## src/rtl/seq_stim_pkg.sv

```systemverilog
// Shared types and default widths for the sequenced stimulus generator.
package seq_stim_pkg;

  localparam int unsigned DefGapW = 4;
  localparam int unsigned DefCntW = 8;

  // Stimulus flavour selected per burst.
  typedef enum logic [1:0] {
    ModeOk  = 2'd0,
    ModeClk = 2'd1,
    ModeNoB = 2'd2,
    ModeNoD = 2'd3
  } mode_e;

  // One iteration is A, optional GAP run, B, D; a burst ends with a single DONE cycle.
  typedef enum logic [2:0] {
    StIdle = 3'd0,
    StA    = 3'd1,
    StGap  = 3'd2,
    StB    = 3'd3,
    StD    = 3'd4,
    StDone = 3'd5
  } state_e;

endpackage

```

## src/rtl/seq_stim_gen_if.sv

```systemverilog
// Request and strobe bundle between a burst requester (master) and the generator (slave).
interface seq_stim_gen_if
  import seq_stim_pkg::*;
#(
  parameter int unsigned GAP_W = DefGapW,
  parameter int unsigned CNT_W = DefCntW
);

  logic             start;
  mode_e            mode;
  logic [GAP_W-1:0] gap;
  logic [CNT_W-1:0] count;
  logic             abort;

  logic             a_sysclk;
  logic             a_clk;
  logic             b_sysclk;
  logic             d_clk;
  logic             busy;
  logic             done;
  logic [CNT_W-1:0] remaining;

  modport master (
    output start, mode, gap, count, abort,
    input  a_sysclk, a_clk, b_sysclk, d_clk, busy, done, remaining
  );

  modport slave (
    input  start, mode, gap, count, abort,
    output a_sysclk, a_clk, b_sysclk, d_clk, busy, done, remaining
  );

endinterface

```

## src/rtl/seq_stim_gen.sv

```systemverilog
// Sequenced a/b/d strobe generator: repeats A, GAP x gap, B, D for count iterations,
// then pulses done. Every output is a flop so nothing leaks combinationally from inputs.
module seq_stim_gen
  import seq_stim_pkg::*;
#(
  parameter int unsigned GAP_W = DefGapW,
  parameter int unsigned CNT_W = DefCntW
) (
  input logic           clk,
  input logic           rst,
  seq_stim_gen_if.slave bus
);

  state_e           state_q, state_d;
  mode_e            mode_q, mode_d;
  logic [GAP_W-1:0] gap_q, gap_d;
  logic [GAP_W-1:0] gap_cnt_q, gap_cnt_d;
  logic [CNT_W-1:0] rem_q, rem_d;

  logic a_sysclk_q, a_sysclk_d;
  logic a_clk_q, a_clk_d;
  logic b_sysclk_q, b_sysclk_d;
  logic d_clk_q, d_clk_d;
  logic busy_q, busy_d;
  logic done_q, done_d;

  // Next state, counters, and strobes decoded from the state being entered
  always_comb begin
    state_d   = state_q;
    mode_d    = mode_q;
    gap_d     = gap_q;
    gap_cnt_d = gap_cnt_q;
    rem_d     = rem_q;

    unique case (state_q)
      StIdle: begin
        if (bus.start) begin
          mode_d = bus.mode;
          gap_d  = bus.gap;
          if (bus.count != '0) begin
            // Capture and first entry to A coincide, so load count already decremented.
            state_d = StA;
            rem_d   = bus.count - 1'b1;
          end else begin
            state_d = StDone;
            rem_d   = '0;
          end
        end
      end
      StA: begin
        if (gap_q != '0) begin
          state_d   = StGap;
          gap_cnt_d = gap_q - 1'b1;
        end else begin
          state_d = StB;
        end
      end
      StGap: begin
        if (gap_cnt_q == '0) begin
          state_d = StB;
        end else begin
          gap_cnt_d = gap_cnt_q - 1'b1;
        end
      end
      StB: begin
        state_d = StD;
      end
      StD: begin
        if (rem_q != '0) begin
          state_d = StA;
          rem_d   = rem_q - 1'b1;
        end else begin
          state_d = StDone;
        end
      end
      StDone: begin
        state_d = StIdle;
      end
      default: begin
        state_d = StIdle;
      end
    endcase

    // Abort only matters once a burst is running; in IDLE a coincident start wins.
    if (bus.abort && (state_q != StIdle)) begin
      state_d   = StIdle;
      rem_d     = '0;
      gap_cnt_d = '0;
    end

    a_sysclk_d = (state_d == StA) && (mode_d != ModeClk);
    a_clk_d    = (state_d == StA) && (mode_d == ModeClk);
    b_sysclk_d = (state_d == StB) && (mode_d != ModeNoB);
    d_clk_d    = (state_d == StD) && (mode_d != ModeNoD);
    busy_d     = (state_d != StIdle);
    done_d     = (state_d == StDone);
  end

  // State, captured configuration, counters and registered strobes
  always_ff @(posedge clk or posedge rst) begin
    if (rst) begin
      state_q    <= StIdle;
      mode_q     <= ModeOk;
      gap_q      <= '0;
      gap_cnt_q  <= '0;
      rem_q      <= '0;
      a_sysclk_q <= 1'b0;
      a_clk_q    <= 1'b0;
      b_sysclk_q <= 1'b0;
      d_clk_q    <= 1'b0;
      busy_q     <= 1'b0;
      done_q     <= 1'b0;
    end else begin
      state_q    <= state_d;
      mode_q     <= mode_d;
      gap_q      <= gap_d;
      gap_cnt_q  <= gap_cnt_d;
      rem_q      <= rem_d;
      a_sysclk_q <= a_sysclk_d;
      a_clk_q    <= a_clk_d;
      b_sysclk_q <= b_sysclk_d;
      d_clk_q    <= d_clk_d;
      busy_q     <= busy_d;
      done_q     <= done_d;
    end
  end

  assign bus.a_sysclk  = a_sysclk_q;
  assign bus.a_clk     = a_clk_q;
  assign bus.b_sysclk  = b_sysclk_q;
  assign bus.d_clk     = d_clk_q;
  assign bus.busy      = busy_q;
  assign bus.done      = done_q;
  assign bus.remaining = rem_q;

endmodule

```

## src/flat_wrapper.sv

```systemverilog
// flat-port wrapper written by rule: the top's interface ports become plain ports
module seq_stim_gen_flat import seq_stim_pkg::*;
#(
  parameter int unsigned GAP_W = DefGapW,
  parameter int unsigned CNT_W = DefCntW
)
  (clk, rst, bus_start, bus_mode, bus_gap, bus_count, bus_abort, bus_a_sysclk, bus_a_clk, bus_b_sysclk, bus_d_clk, bus_busy, bus_done, bus_remaining);
  seq_stim_gen_if #(.GAP_W(GAP_W), .CNT_W(CNT_W)) bus_i ();
  input logic clk;
  input logic rst;
  input wire logic [$bits(bus_i.start)-1:0] bus_start;
  input wire logic [$bits(bus_i.mode)-1:0] bus_mode;
  input wire logic [$bits(bus_i.gap)-1:0] bus_gap;
  input wire logic [$bits(bus_i.count)-1:0] bus_count;
  input wire logic [$bits(bus_i.abort)-1:0] bus_abort;
  output wire logic [$bits(bus_i.a_sysclk)-1:0] bus_a_sysclk;
  output wire logic [$bits(bus_i.a_clk)-1:0] bus_a_clk;
  output wire logic [$bits(bus_i.b_sysclk)-1:0] bus_b_sysclk;
  output wire logic [$bits(bus_i.d_clk)-1:0] bus_d_clk;
  output wire logic [$bits(bus_i.busy)-1:0] bus_busy;
  output wire logic [$bits(bus_i.done)-1:0] bus_done;
  output wire logic [$bits(bus_i.remaining)-1:0] bus_remaining;
  assign bus_i.start = bus_start;
  assign bus_i.mode = bus_mode;
  assign bus_i.gap = bus_gap;
  assign bus_i.count = bus_count;
  assign bus_i.abort = bus_abort;
  assign bus_a_sysclk = bus_i.a_sysclk;
  assign bus_a_clk = bus_i.a_clk;
  assign bus_b_sysclk = bus_i.b_sysclk;
  assign bus_d_clk = bus_i.d_clk;
  assign bus_busy = bus_i.busy;
  assign bus_done = bus_i.done;
  assign bus_remaining = bus_i.remaining;
  seq_stim_gen #(.GAP_W(GAP_W), .CNT_W(CNT_W)) u_core (.clk(clk), .rst(rst), .bus(bus_i));
endmodule
```

## config.mk

```make
export PLATFORM = sky130hd
export DESIGN_NAME = seq_stim_gen_flat
export DESIGN_NICKNAME = d
export VERILOG_FILES = /design/src/rtl/seq_stim_pkg.sv /design/src/rtl/seq_stim_gen_if.sv /design/src/rtl/seq_stim_gen.sv /design/src/flat_wrapper.sv
export SDC_FILE = /design/constraint.sdc
export NUM_CORES = 1
export LEC_CHECK = 0
export ABC_AREA = 1
export BUFFER_PORTS_ARGS = -buffer_cell sky130_fd_sc_hd__clkbuf_2
export CORE_MARGIN = 8
export CORE_UTILIZATION = 25
export CTS_BUF_LIST = sky130_fd_sc_hd__clkbuf_2 sky130_fd_sc_hd__clkbuf_4 sky130_fd_sc_hd__clkbuf_8
export CTS_CLUSTER_DIAMETER = 80
export DETAILED_ROUTE_END_ITERATION = 16
export HOLD_SLACK_MARGIN = 0.08
export PLACE_DENSITY = 0.45
export SLEW_MARGIN = 0
export SYNTH_ARGS = -nofsm -noshare
export SYNTH_HDL_FRONTEND = slang
export SYNTH_SLANG_ARGS = --single-unit
```

## constraint.sdc

```tcl
create_clock -name clk -period 1.8 [get_ports clk]
set_input_delay 0.27 -clock clk [delete_from_list [all_inputs] [get_ports clk]]
set_output_delay 0.27 -clock clk [all_outputs]
set_load 0.01 [all_outputs]
```

==> results.ini <==
[logic_synthesis]
netlist_instances=259
yosysSeqAreaShare_pct=37.32
synth-edff-count=0
synth_fp_nets=282
netlist_area_um2=1810
synth_top_flop_cell=dfrtp_1
yosysUniqueCellTypes=24
async_flop_share_pct=100.0
yosys_warnings=0
yosys_register_bits=27
synth.avg_cell_area_um2=6.990

[job]
maxCapViolCount=0

[routing]
viasPerCell=4.134
ant_nets=0
post_drt_wl_per_cell_um=11.36
drt_iter0_drc=62
drt-total-wl_um=4488
drcViolationCount=0
via_count=1633
first_pass_iters=4

[sta]
clock_skew_ps=2.874
final_hold_viol_count=0
worst_slack_ps=209.6
setup_viol=0
min_period_ps=1590
worstMarginPinSlew_ps=356.2
slew_viol_final=0
slew_headroom_pct=76.25
clock.fmax_ghz=0.6288
period_share_pct=88.36
rsz0062_at_grt=no
timing.setup.tns_ps=0

[global_routing]
grt_overflow=0
antenna_found_initial=0
grt_usage_pct=9.200
grt_pass1_vias=1591
grt_max_degree=28
grt_pass1_wl_um=7617

[run_status]
status=finished clean

[clock_network]
cts_htree_levels=1
clk_path_buf_depth=2
clock_latency_ps=270
post-cts-setup-buffer-count=0
cts_num_sinks=27
numCtsBuffers=3
clk_pin_slew_ps=90
root_buffer=clkbuf_8
cts_tree=yes

[critical_path]
crit_path_max_fanout=13
cp.arrival_ps=1780
worst_setup_path_end_kind=flop
crit_type=reg -> reg
cp.required_ps=1990
crit_path_start_kind=flop

[floorplan]
die_h_um=101.1
placement_rows=31
core-area_um2=7137
initial_core_util_pct=25.37
die-area_um2=10220
ios=32
fp.dieW_um=101.1

[place]
post-dp-hpwl_um=3569
dp_worst_setup_slack_ps=210.2
portBuffers=31
gp_congestion=0.7816

[pwr]
p_total_mw=3.272
leakage_nw=1.223
ir_drop_uv=291.1
power_density_nw_per_um2=1519

[finish]
post-route-util_pct=30.17
nFillCells=831
layout_common_cells=nand2_1 (73), inv_1 (42), clkbuf_2 (31)
final_common_cell=nand2_1
n_antenna_cell=0
fin_nets=320
syn2layout_area_growth_pct=18.94
layout-drive-gt1-share_pct=19.59

[min_path]
hold_path.class=in -> reg

## per-layer routing
| metal | routed length (um) | GRT usage [%] |
|---|---|---|
| met2 | 2085 | 15.69 |
| met3 | 276 | 1.657 |
| met4 | 23 | 2.749 |
| met1 | 2104 | 11.46 |
| met5 | 0 | 0 |
## cell type report
cell class	instances	area, um2	area share (%)
multi-input combinational	184	937.1	43.52
sequential	27	675.6	31.38
timing repair buffer	37	202.7	9.413
inverter	44	165.2	7.670
tap	99	123.9	5.752
clock buffer	4	48.80	2.266
## Yosys cell counts (3+ instances only)
library cell | count | area share (%)
nand2_1 | 73 | 15
inv_1 | 42 | 8.7
nand3_1 | 28 | 7.7
a21oi_1 | 7 | 1.9
nor3_1 | 3 | 0.83
o21ai_0 | 17 | 4.7
nand3_2 | 6 | 3.3
nor2_2 | 3 | 1.0
nor2_1 | 22 | 4.6
o21ai_1 | 6 | 1.7
ha_1 | 5 | 3.5
dfrtp_1 | 27 | 37
## power breakdown
group	total (mW)	leakage, nW	switching, mW	internal [mW]
logic	1.88	0.851	1.22	0.658
clock network	0.367	0.0262	0.193	0.174
registers	1.02	0.347	0.168	0.854
total	3.27	1.22	1.59	1.69
## cell families after synthesis
kind of cell	Yosys count	share of synthesized area, %
XOR/XNOR	3	1.452
AO/OA/AOI/OAI	33	9.675
buffers and inverters	48	10.92
AND/OR/NAND/NOR	143	37.18
adder cells (fa/ha/maj)	5	3.455
flip-flops	27	37.32
## final timing paths
path	start	end	slack (ps)	cells after the start
max in group asynchronous	rst	u_core.bus.remaining[6]$_DFFE_PP0P_	960	4
min	bus_gap[3]	u_core.gap_q[3]$_DFFE_PP0P_	200	3
min reg2reg	u_core.gap_q[3]$_DFFE_PP0P_	u_core.gap_q[3]$_DFFE_PP0P_	520	2
max	u_core.state_q[1]$_DFF_PP0_	u_core.bus.a_sysclk$_DFF_PP0_	210	7
min in group asynchronous	rst	u_core.bus.remaining[2]$_DFFE_PP0P_	570	4
max reg2reg	u_core.state_q[1]$_DFF_PP0_	u_core.bus.a_sysclk$_DFF_PP0_	210	7
## critical path, stage by stage (launching register included)
cell and delay, ps:
dfrtp_1 450, nor2_2 210, nand2_4 110, nor2_8 200, nand2_1 70, o21ai_1 200
nor2_1 100, nor3_2 180
## flip-flops by register name, summed over array words and instances (netlist names), 2 cells and up
register,count
u_core.state_q,3
u_core.mode_q,2
u_core.gap_q,4
u_core.gap_cnt_q,4
u_core.bus.remaining,8
## metrics by stage
stage | hold slack (ps) | cells | instance area [um2]
CTS | 194.7 | 395 | 2153
detailed placement | 347.1 | 390 | 2095
global placement | 350.6 | 390 | 2095
finish | 202.7 | 395 | 2153
global route | 205.0 | 395 | 2153
floorplan | 322.7 | 259 | 1810
## what timing repair did
| action | in CTS | in global routing |
|---|---|---|
| hold buffers | 1 | 0 |
| endpoints found under the hold margin | 27 | 0 |
| gates resized for setup | 0 | 0 |
No activity file was read; power rests on OpenSTA's default activity.
